[src/rtl/reorder_buffer.sv]
// reorder_buffer
//   In-order retirement queue between rename/dispatch and the physical-register
//   free list. Each dispatched instruction takes the tail entry. The head entry
//   retires once it is marked done. A branch mispredict cuts the tail back to
//   just after the branch, which squashes every younger entry.
//
// Ports
//   clk, reset                      clock, synchronous active-high reset
//   dispatch_valid/ready            rename handshake (ready = an entry is free)
//   dispatch_has_dest/areg/new_preg/old_preg  payload of the dispatching entry
//   dispatch_rob_idx                tag given to the dispatching instruction
//   complete_valid/complete_rob_idx marks one entry done
//   branch_mispredict/branch_rob_idx squash everything younger than the branch
//   commit_en/areg/new_preg/old_preg retirement port to the map / free list
//   rob_empty                       no valid entries
module reorder_buffer #(
  parameter int PREG_WIDTH = 7,
  parameter int AREG_WIDTH = 5,
  parameter int ROB_IDX_W  = 4
) (
  input  logic                  clk,
  input  logic                  reset,
  input  logic                  dispatch_valid,
  output logic                  dispatch_ready,
  input  logic                  dispatch_has_dest,
  input  logic [AREG_WIDTH-1:0] dispatch_areg,
  input  logic [PREG_WIDTH-1:0] dispatch_new_preg,
  input  logic [PREG_WIDTH-1:0] dispatch_old_preg,
  output logic [ROB_IDX_W-1:0]  dispatch_rob_idx,
  input  logic                  complete_valid,
  input  logic [ROB_IDX_W-1:0]  complete_rob_idx,
  input  logic                  branch_mispredict,
  input  logic [ROB_IDX_W-1:0]  branch_rob_idx,
  output logic                  commit_en,
  output logic [AREG_WIDTH-1:0] commit_areg,
  output logic [PREG_WIDTH-1:0] commit_new_preg,
  output logic [PREG_WIDTH-1:0] commit_old_preg,
  output logic                  rob_empty
);

  localparam int DEPTH = 2 ** ROB_IDX_W;
  localparam int PTR_W = ROB_IDX_W + 1;
  localparam logic [PTR_W-1:0] FULL_COUNT = PTR_W'(DEPTH);
  localparam logic [PTR_W-1:0] PTR_ONE    = PTR_W'(1);

  // Pointers carry one extra wrap bit so full and empty are distinguishable.
  logic [PTR_W-1:0]      head_ptr_r;
  logic [PTR_W-1:0]      tail_ptr_r;
  logic [PTR_W-1:0]      head_next_s;
  logic [PTR_W-1:0]      tail_next_s;
  logic [PTR_W-1:0]      count_s;
  logic [ROB_IDX_W-1:0]  head_idx_s;
  logic [ROB_IDX_W-1:0]  tail_idx_s;

  logic [DEPTH-1:0]      done_r;
  logic [DEPTH-1:0]      done_next_s;
  logic [DEPTH-1:0]      done_clear_s;
  logic [DEPTH-1:0]      done_set_s;

  logic [DEPTH-1:0]      has_dest_r;
  logic [AREG_WIDTH-1:0] areg_r     [DEPTH];
  logic [PREG_WIDTH-1:0] new_preg_r [DEPTH];
  logic [PREG_WIDTH-1:0] old_preg_r [DEPTH];

  logic                  dispatch_fire_s;
  logic                  commit_fire_s;
  logic                  empty_s;
  logic                  ready_s;

  assign head_idx_s = head_ptr_r[ROB_IDX_W-1:0];
  assign tail_idx_s = tail_ptr_r[ROB_IDX_W-1:0];
  assign count_s    = tail_ptr_r - head_ptr_r;
  assign empty_s    = (count_s == {PTR_W{1'b0}});
  // No full-bypass: a retiring head does not free its slot for this cycle.
  assign ready_s    = (count_s != FULL_COUNT);

  assign rob_empty        = empty_s;
  assign dispatch_ready   = ready_s;
  assign dispatch_rob_idx = tail_idx_s;

  assign dispatch_fire_s = dispatch_valid && ready_s && !branch_mispredict;
  // The reset term keeps the reset cycle free of a commit pulse even if the
  // head happens to be done.
  assign commit_fire_s   = !reset && !empty_s && done_r[head_idx_s] && !branch_mispredict;

  // Next-pointer selection: mispredict rewind, dispatch advance, commit advance.
  always_comb begin
    tail_next_s = tail_ptr_r;
    head_next_s = head_ptr_r;
    if (branch_mispredict) begin
      // Distance from head to branch is taken modulo DEPTH, then the branch
      // itself is kept by the +1.
      tail_next_s = head_ptr_r + {1'b0, branch_rob_idx - head_idx_s} + PTR_ONE;
    end else if (dispatch_fire_s) begin
      tail_next_s = tail_ptr_r + PTR_ONE;
    end else begin
      tail_next_s = tail_ptr_r;
    end
    if (commit_fire_s) begin
      head_next_s = head_ptr_r + PTR_ONE;
    end else begin
      head_next_s = head_ptr_r;
    end
  end

  // Done-bit update: dispatch clears the tail, completion and mispredict set.
  always_comb begin
    done_clear_s = {DEPTH{1'b0}};
    done_set_s   = {DEPTH{1'b0}};
    if (dispatch_fire_s) begin
      done_clear_s[tail_idx_s] = 1'b1;
    end else begin
      done_clear_s = {DEPTH{1'b0}};
    end
    if (complete_valid) begin
      done_set_s[complete_rob_idx] = 1'b1;
    end else begin
      done_set_s[complete_rob_idx] = 1'b0;
    end
    if (branch_mispredict) begin
      done_set_s[branch_rob_idx] = 1'b1;
    end else begin
      done_set_s[branch_rob_idx] = done_set_s[branch_rob_idx];
    end
    done_next_s = (done_r & ~done_clear_s) | done_set_s;
  end

  // Pointer and done-bit state.
  always_ff @(posedge clk) begin
    if (reset) begin
      head_ptr_r <= {PTR_W{1'b0}};
      tail_ptr_r <= {PTR_W{1'b0}};
      done_r     <= {DEPTH{1'b0}};
    end else begin
      head_ptr_r <= head_next_s;
      tail_ptr_r <= tail_next_s;
      done_r     <= done_next_s;
    end
  end

  // Entry payload storage; contents only matter while the entry is valid.
  always_ff @(posedge clk) begin
    if (dispatch_fire_s) begin
      has_dest_r[tail_idx_s] <= dispatch_has_dest;
      areg_r[tail_idx_s]     <= dispatch_areg;
      new_preg_r[tail_idx_s] <= dispatch_new_preg;
      old_preg_r[tail_idx_s] <= dispatch_old_preg;
    end
  end

  // Retirement port: head payload while retiring, zeros otherwise.
  always_comb begin
    commit_en       = 1'b0;
    commit_areg     = {AREG_WIDTH{1'b0}};
    commit_new_preg = {PREG_WIDTH{1'b0}};
    commit_old_preg = {PREG_WIDTH{1'b0}};
    if (commit_fire_s) begin
      commit_en       = 1'b1;
      commit_areg     = areg_r[head_idx_s];
      commit_new_preg = new_preg_r[head_idx_s];
      // The free list ignores preg 0, so no-destination entries free nothing.
      if (has_dest_r[head_idx_s]) begin
        commit_old_preg = old_preg_r[head_idx_s];
      end else begin
        commit_old_preg = {PREG_WIDTH{1'b0}};
      end
    end else begin
      commit_en       = 1'b0;
      commit_areg     = {AREG_WIDTH{1'b0}};
      commit_new_preg = {PREG_WIDTH{1'b0}};
      commit_old_preg = {PREG_WIDTH{1'b0}};
    end
  end

endmodule

[config.mk]
export PLATFORM = sky130hd
export DESIGN_NAME = reorder_buffer
export DESIGN_NICKNAME = d
export VERILOG_FILES = /design/src/rtl/reorder_buffer.sv
export SDC_FILE = /design/constraint.sdc
export NUM_CORES = 1
export LEC_CHECK = 0
export CAP_MARGIN = 20
export CORE_ASPECT_RATIO = 0.8
export CORE_UTILIZATION = 60
export DETAILED_ROUTE_END_ITERATION = 10
export MAX_ROUTING_LAYER = met4
export PLACE_DENSITY = 0.79
export SYNTH_ARGS = -nofsm -noshare
export SYNTH_HDL_FRONTEND = slang
export SYNTH_SLANG_ARGS = --single-unit
[constraint.sdc]
create_clock -name clk -period 5.9 [get_ports clk]
set_input_delay 1.77 -clock clk [delete_from_list [all_inputs] [get_ports clk]]
set_output_delay 1.77 -clock clk [all_outputs]
set_load 0.03 [all_outputs]
# Word level (Yosys, flattened, before mapping)
# Memory sizes are Yosys's and may differ from the RTL's. A register that Yosys moved wholly into a read port is not among the register bits.
# Index checks and enable logic that the tools add are counted.
[word_totals] regBits=42 ramBits=304 in_bits=33 wordCells=70 mem_count=3
[mem_list] memory="new_preg_r" depth=16 word_bits=7 read_ports=1 rd_ports_with_merged_regs=1 wr=1 line_no="62" source="logic [PREG_WIDTH-1:0] new_preg_r [DEPTH];"
[mem_list] memory="old_preg_r" depth=16 word_bits=7 read_ports=1 rd_ports_with_merged_regs=1 wr=1 line_no="63" source="logic [PREG_WIDTH-1:0] old_preg_r [DEPTH];"
[mem_list] memory="areg_r" depth=16 word_bits=5 read_ports=1 rd_ports_with_merged_regs=1 wr=1 line_no="61" source="logic [AREG_WIDTH-1:0] areg_r [DEPTH];"
[classes] n_addsub=6 order_cmp=7 eq_ne=1 muxes=32 bitwise=4 reduce_logical=13
[ops] op="16-bit 2-to-1 mux" count=3
[ops] op="16-bit bitwise mux" count=2
[ops] op="16-bit bitwise OR" count=2
[ops] op="4-bit 2-to-1 mux" count=6
[ops] op="7-bit 2-to-1 mux" count=3
[ops] op="4-bit by 5-bit < comparator with 1-bit output (second input constant)" count=4
[ops] op="16-bit AND" count=1
[ops] op="16-bit inverter" count=1
[ops] op="5-bit by 1-bit adder with 5-bit output (second input constant)" count=3
[ops] op="5-bit 2-to-1 mux" count=3
[ops] op="1-bit binary-select mux with 4-bit select" count=3
[ops] op="1-bit demux with 4-bit select" count=3
[ops] op="4-bit by 1-bit >= comparator with 1-bit output (second input constant)" count=3
[ops] op="1-bit 2-to-1 mux" count=9
[ops] op="1-bit logical AND" count=8
[ops] op="5-bit by 4-bit adder with 5-bit output" count=1
[ops] op="5-bit logical NOT" count=1
[ops] op="5-bit inequality test (second input constant)" count=1
[ops] op="5-bit subtractor" count=1
[ops] op="4-bit subtractor" count=1
[ops] op="1-bit logical NOT" count=3
[ops] op="2-bit nonzero test" count=1

# Longest topological paths before layout
# Gate-level depths: netlist (run 1).
[logic_depth] word_depth=10 depth_mapped=11 ltp_nobuf=11

# Least setup slack after synthesis (run 1)
# No wires, ideal clock.
[synth_path] kind="in2out" startpoint="in reset" endpoint="out commit_old_preg[0]" t_arrival_ps=2959 required_ps=4130 path_slack_ps=1171 path_stages=3 path_buffers=0 cell_sequence="nor4_4 > o211ai_1 > nor2b_1"
[synth_between] elab_chain_len=5
[synth_rtl] element="from (decl)" line_no="22" source="input logic reset,"
[synth_rtl] element="1-bit logical NOT" line_no="84" source="assign commit_fire_s = !reset && !empty_s && done_r[head_idx_s] && !branch_mispredict;"
[synth_rtl] element="1-bit logical AND (3 in a row)" line_no="84"
[synth_rtl] element="7-bit 2-to-1 mux" line_no="157" source="if (commit_fire_s) begin"
[synth_rtl] element="to (decl)" line_no="37" source="output logic [PREG_WIDTH-1:0] commit_old_preg,"
# No other way between the ends.

# Worst setup path in the final report (run 1)
[layout_path] startpoint="in reset" endpoint="out commit_old_preg[5]"
# Same word-level chain as after synthesis.

==> impl_metrics.yaml, run 1 <==
drt:
  viasPerCell: 6.62
  wl_per_cell_um: 28.0
  drc: 0
  drt_iter0_drc: 926
  vias: 7759
  wirelength_mm: 32.8
  drtPass1Iterations: 5
  antenna_left: 0
grt:
  grt_start_max_net_pins: 77
  grt_pass1_wl_mm: 48.8
  gr-usage-all-layers: 0.286
  first_global_vias: 7623
  antenna_found_initial: 0
  grt.overflow.total: 0
worst_setup_path:
  endpoint_kind: "output port"
  crit_fanout: 7
  r2r_setup_slack_ns: 2.47
  worst-setup-path-type: "input port to output port"
  critPathLaunchType: "input port"
  arrival_ns: 3.82
  critPathTopFamily: "simple AND/OR/NAND/NOR gates"
  required_ns: 4.13
  reg2reg_from: "head_ptr_r[2]$_SDFFE_PP0P_"
  r2r-end: "areg_r[0][3]$_DFFE_PP_"
  path_cells: "clkdlybuf4s50_1 -> nor4_4 -> o211ai_1 -> nor2b_1 -> buf_12"
  cpMaxStageDelayCell: "nor4_4"
  max_stage_delay_ns: 0.52
  critPathBufInv: 2
  worst_r2r_path_depth: 9
clock_network:
  cts_max_level: 2
  cts_inserted_buffers: 35
  cts.clk_slew.worst_paths_ns: 0.06
  clock-root-buffer: "clkbuf_16"
  postCtsHoldBufs: 0
  clock_sinks: 350
  worstSkewPairLatency_ns: 0.51
  cts_tree: "built"
  clockBufferDepth: 3
timing:
  tightestPinTransition_ns: 0.971
  drv_slew: 0
  period_share: 0.947
  rsz0062_at_grt: "no"
  relSlewSlack: 0.349
  max_freq_mhz: 179
  min_period_ns: 5.59
  setup_viol: 0
  setup_tns_ns: 0
  finalHoldViolations: 0
  finClkSkew_ns: 0.00808
layout:
  seq_area_um2: 10200
  multi_input_area_um2: 4060
  stdcell_area_um2: 16600
  drive_gt1_frac: 0.249
  final_common_cell: "edfxtp_1"
  final_net_count: 886
  final_cell_mix: "edfxtp_1 (320), mux4_2 (102), clkdlybuf4s50_1 (38), buf_4 (38), clkbuf_16 (36)"
  fill_cells: 1430
  antenna_cells: 0
  area_growth_pct: 14.8
synthesis:
  ys_types: 53
  dominantRegCellSynth: "edfxtp_1"
  synth-seq-area-share: 0.706
  synth_cells: 757
  synth_edf_count: 320
  syn_area_um2: 14500
  synth-seq-cells: 350
  ys_warn_count: 0
  avgSynthCellArea_um2: 19.1
  async_flop_share: 0
  synth.net_count: 808
floorplan:
  die_h_um: 141
  die-area_um2: 24700
  die_x_um: 176
  coreArea_um2: 23500
  initial_core_util: 0.615
  placementRows: 50
  ios: 59
pwr:
  ir_drop_uv: 247
  power_leakage_nw: 5.19
  power.density_nw_per_um2: 310
  power_mw: 5.14
outcome:
  status: "finished, final reports clean"
placement:
  post_dp_cell_area_um2: 15500
  port_buffers: 58
  hpwlAfterDp_mm: 18.1
  routabilityCongestion: 0.894
hold_path:
  hold_depth: 2
  worstHoldPathType: "flip-flop to flip-flop"
  hold_start: "done_r[0]$_SDFF_PP0_"
  holdPathEnd: "done_r[0]$_SDFF_PP0_"
run:
  max-cap-violations: 0
-- how the worst max path moves through the flow --
stage	startpoint	cells after the start	endpoint
6_report	reset	5	commit_old_preg[5]
5_1_grt	head_ptr_r[2]$_SDFFE_PP0P_	8	commit_old_preg[5]
4_1_cts	head_ptr_r[1]$_SDFFE_PP0P_	8	commit_old_preg[5]
3_5_place_dp	reset	5	commit_old_preg[5]
3_3_place_gp	branch_mispredict	5	commit_old_preg[5]
2_1_floorplan	reset	3	commit_old_preg[0]
-- kinds of logic (layout without fill, tap and decap cells) --
group	count (synthesis)	after routing	share of synthesized area
AO/OA/AOI/OAI	77	77	0.0378
flip-flops	350	350	0.706
multiplexers	110	110	0.165
adder cells (fa/ha/maj)	18	18	0.0166
XOR/XNOR	11	11	0.00762
buffers and inverters	58	161	0.0177
AND/OR/NAND/NOR	133	133	0.0494
-- synthesized netlist by cell type (8+ instances only) --
cell type  count  area, um2
o21ai_0       11       55.1
inv_1         17       63.8
nor2_1        25       93.8
mux4_2       102       2300
dfxtp_1       30        601
ha_1          16        200
o41ai_1        9       78.8
clkbuf_1      22       82.6
nand2_1       33        124
a32oi_1       11       96.3
buf_2          8       40.0
nand3_1        8       40.0
nor2b_1       26        163
a21oi_1       15       75.1
edfxtp_1     320       9610
nand2b_1      11       68.8
xnor2_1        9       78.8
-- power breakdown --
| group | internal (mW) | leakage (nW) | total [mW] | switching [mW] |
|---|---|---|---|---|
| logic | 0.103 | 1.54 | 0.254 | 0.151 |
| registers | 2.74 | 3.13 | 2.76 | 0.0207 |
| clock network | 1.22 | 0.521 | 2.13 | 0.913 |
-- metal layers --
layer  share of wire  global-route usage  vias to the layer above  wire length (um)
met2            0.48               0.437                      394             15900
met1            0.41               0.404                     4009             13300
li1                -                   -                     3277                 -
met5               0                   -                        -                 0
met4           0.028              0.0879                        0               917
met3           0.082              0.0464                       79              2680
-- stage by stage --
stage	std cells	hold slack [ns]	util	setup slack, ns
2_1_floorplan	757	0.435	-	1.17
3_3_place_gp	1108	0.453	0.658	0.391
3_5_place_dp	1108	0.468	0.658	0.320
4_1_cts	1170	0.475	0.704	0.107
5_1_grt	1172	0.501	0.706	0.184
6_report	1172	0.474	0.706	0.313
-- worst register-to-register path, cell delays in order (launching register included) --
cell and delay (ns):
dfxtp_1 0.64, inv_1 0.20, ha_1 0.39, a21oi_1 0.22
a211o_1 0.20, a211oi_4 0.08, buf_4 0.25, or4_1 0.55
nor2_2 0.12, buf_4 0.41
-- state kept, by name, indices dropped and copies added (netlist names), named ones only --
signal,flops
areg_r,80
done_r,16
old_preg_r,112
new_preg_r,112
tail_ptr_r,5
has_dest_r,16
head_ptr_r,5
-- timing repair --
action	4_1_cts	5_1_grt
endpoints found under the hold margin	0	0
buffers inserted	0	0
gates resized for setup	0	1
setup endpoints to repair	0	2
-- cell type report --
class	instances	area share
Clock buffer	47	0.0568
Clock inverter	15	0.00844
Inverter	17	0.00384
Multi-Input combinational cell	349	0.244
Sequential cell	350	0.616
Tap cell	312	0.0235
Timing Repair Buffer	82	0.0475
No activity file was read; power rests on OpenSTA's default activity.
==> run 2, diff against run 1 <==
--- a/config.mk
+++ b/config.mk
@@ -7,2 +7,3 @@
 export LEC_CHECK = 0
+export ABC_CLOCK_PERIOD_IN_PS = 5900
 export CAP_MARGIN = 20
@@ -10,2 +11,3 @@
 export CORE_UTILIZATION = 60
+export CTS_CLUSTER_DIAMETER = 120
 export DETAILED_ROUTE_END_ITERATION = 10
==> constraint.sdc (replaced) <==
create_clock -name clk -period 5.9 [get_ports clk]
set_input_delay 0.885 -clock clk [delete_from_list [all_inputs] [get_ports clk]]
set_output_delay 0.885 -clock clk [all_outputs]
set_load 0.03 [all_outputs]
==> run 2 against run 1 <==
  * Routed wire length decreased by 1.1%
  * First-iteration DRC count is 24% lower
  * Combinational power barely moved
  * Hold slack lost 0.0039 ns
  * Via count about the same
  * Utilization up 0.29 points
  * Clock power is 6% higher
  * Sequential cell count stayed put
  * Clock skew up 0.014 ns
  * Critical path depth increased by 3
  * Worst setup slack better by 0.41 ns
  * Global-route usage shrank 0.42 points
  * Critical endpoint is now commit_old_preg[6]
==> impl_metrics.yaml, run 2 (same netlist as run 1, synthesis figures left out) <==
outcome:
  status: "finished, final reports clean"
timing:
  min_period_ns: 5.18
  max_freq_mhz: 193
  setup_tns_ns: 0
  setup_ws_ns: 0.719
  period_share: 0.878
  tightestPinTransition_ns: 1.14
  rsz0062_at_grt: "no"
  setup_viol: 0
  drv_slew: 0
  finalHoldViolations: 0
  finClkSkew_ns: 0.0223
  relSlewSlack: 0.237
floorplan:
  die-area_um2: 24700
  die_h_um: 141
  ios: 59
  initial_core_util: 0.615
  die_x_um: 176
  placementRows: 50
  coreArea_um2: 23500
placement:
  post_dp_cell_area_um2: 15500
  hpwlAfterDp_mm: 18.4
  pre_cts_slack_ns: 1.18
  routabilityCongestion: 0.901
  port_buffers: 58
drt:
  wirelength_mm: 32.4
  vias: 7756
  wl_per_cell_um: 27.6
  antenna_left: 0
  viasPerCell: 6.60
  drc: 0
  drtPass1Iterations: 5
  drt_iter0_drc: 708
worst_setup_path:
  crit_fanout: 13
  cpMaxStageDelayCell: "dfxtp_1"
  endpoint_kind: "output port"
  worst-setup-path-type: "flip-flop to output port"
  critPathTopFamily: "buffers and inverters"
  max_stage_delay_ns: 0.78
  worst_r2r_path_depth: 10
  path_cells: "inv_1 -> ha_1 -> and3b_1 -> or4_1 -> a211o_1 -> o211ai_1 -> nor2b_1 -> clkdlybuf4s50_1"
  arrival_ns: 4.30
  required_ns: 5.02
  critPathLaunchType: "flip-flop"
  crit_cells: 8
  critPathBufInv: 2
clock_network:
  cts_inserted_buffers: 35
  cts.clk_slew.worst_paths_ns: 0.06
  postCtsHoldBufs: 0
  clock-root-buffer: "clkbuf_16"
  worstSkewPairLatency_ns: 0.53
  cts_tree: "built"
  postCtsSetupRepairBufs: 0
  cts_resized: 0
  clockBufferDepth: 3
  cts_max_level: 2
  clock_sinks: 350
grt:
  grt.overflow.total: 0
  antenna_found_initial: 0
  first_global_vias: 7883
  grt_pass1_wl_mm: 48.6
  gr-usage-all-layers: 0.282
  grt_start_max_net_pins: 77
pwr:
  ir_drop_uv: 295
  clockPowerShare: 0.428
  p_int_mw: 4.17
  netSwitchingFraction: 0.208
  power.density_nw_per_um2: 316
  pwr-share-comb: 0.048
  p_switching_mw: 1.09
  power_leakage_nw: 5.17
  seqPwrFrac: 0.524
layout:
  final_common_cell: "edfxtp_1"
  stdcell_area_um2: 16700
  final_net_count: 887
  area_growth_pct: 15.3
  reg_top3: "new_preg_r (112), old_preg_r (112), areg_r (80)"
  final_cell_mix: "edfxtp_1 (320), mux4_2 (102), clkdlybuf4s50_1 (58)"
  drive_gt1_frac: 0.233
  fill_cells: 1425
hold_path:
  worstHoldPathType: "flip-flop to flip-flop"
  hold_depth: 2
run:
  max-cap-violations: 0
[run 2: changes by cell type in the layout (fill, tap and decap cells not counted), sizes merged]
cell	change
bufinv	+3
diode	+1
buf	-19
clkinv	-2
clkinvlp	+2
inv	+1
clkbuf	-3
clkdlybuf4s50	+20
[run 2: final timing paths]
kind | startpoint | to | slack, ns
hold / removal | done_r[11]$_SDFF_PP0_ | done_r[11]$_SDFF_PP0_ | 0.47
setup reg to reg | head_ptr_r[1]$_SDFFE_PP0P_ | new_preg_r[11][6]$_DFFE_PP_ | 1.70
setup / recovery | head_ptr_r[1]$_SDFFE_PP0P_ | commit_old_preg[6] | 0.72
hold reg to reg | done_r[11]$_SDFF_PP0_ | done_r[11]$_SDFF_PP0_ | 0.47
[run 2: stage by stage]
stage	utilization	power, mW	instances	hold WS (ns)
2_1_floorplan	-	2.95	757	0.435
3_3_place_gp	0.659	3.05	1111	0.457
3_5_place_dp	0.659	3.06	1111	0.459
4_1_cts	0.708	5.29	1174	0.466
5_1_grt	0.708	5.40	1174	0.486
6_report	0.709	5.26	1175	0.470
[run 2: layout make-up]
type / count / area [um2] / area share
Clock inverter: 19 / 249 / 0.0149
Inverter: 17 / 63.8 / 0.00383
Sequential cell: 350 / 10200 / 0.613
Multi-Input combinational cell: 349 / 4070 / 0.244
Tap cell: 312 / 390 / 0.0234
Clock buffer: 44 / 910 / 0.0546
Timing Repair Buffer: 83 / 768 / 0.0461
Antenna cell: 1 / 2.50 / 0.000150
[run 2: power by group through the flow]
stage          Combinational, mW  Clock [mW]  Sequential, mW
3_5_place_dp               0.249           0            2.81
4_1_cts                    0.250        2.28            2.76
2_1_floorplan              0.148           0            2.80
3_3_place_gp               0.239           0            2.81
5_1_grt                    0.270        2.37            2.76
6_report                   0.252        2.25            2.76
[run 2: per-layer routing]
metal	vias up	track usage	part of all wire
met2	380	0.440	0.49
li1	3277	-	-
met3	70	0.0574	0.090
met4	0	0.0778	0.023
met5	-	-	0
met1	4029	0.384	0.40
[run 2: worst register-to-register path, cell delays in order, from the launching register on]
cell	delay [ns]
dfxtp_1	0.78
inv_1	0.28
ha_1	0.39
nand3b_1	0.12
a211o_1	0.17
a211oi_4	0.06
buf_4	0.25
inv_1	0.18
nand4b_1	0.38
nor2_2	0.89
buf_4	0.39
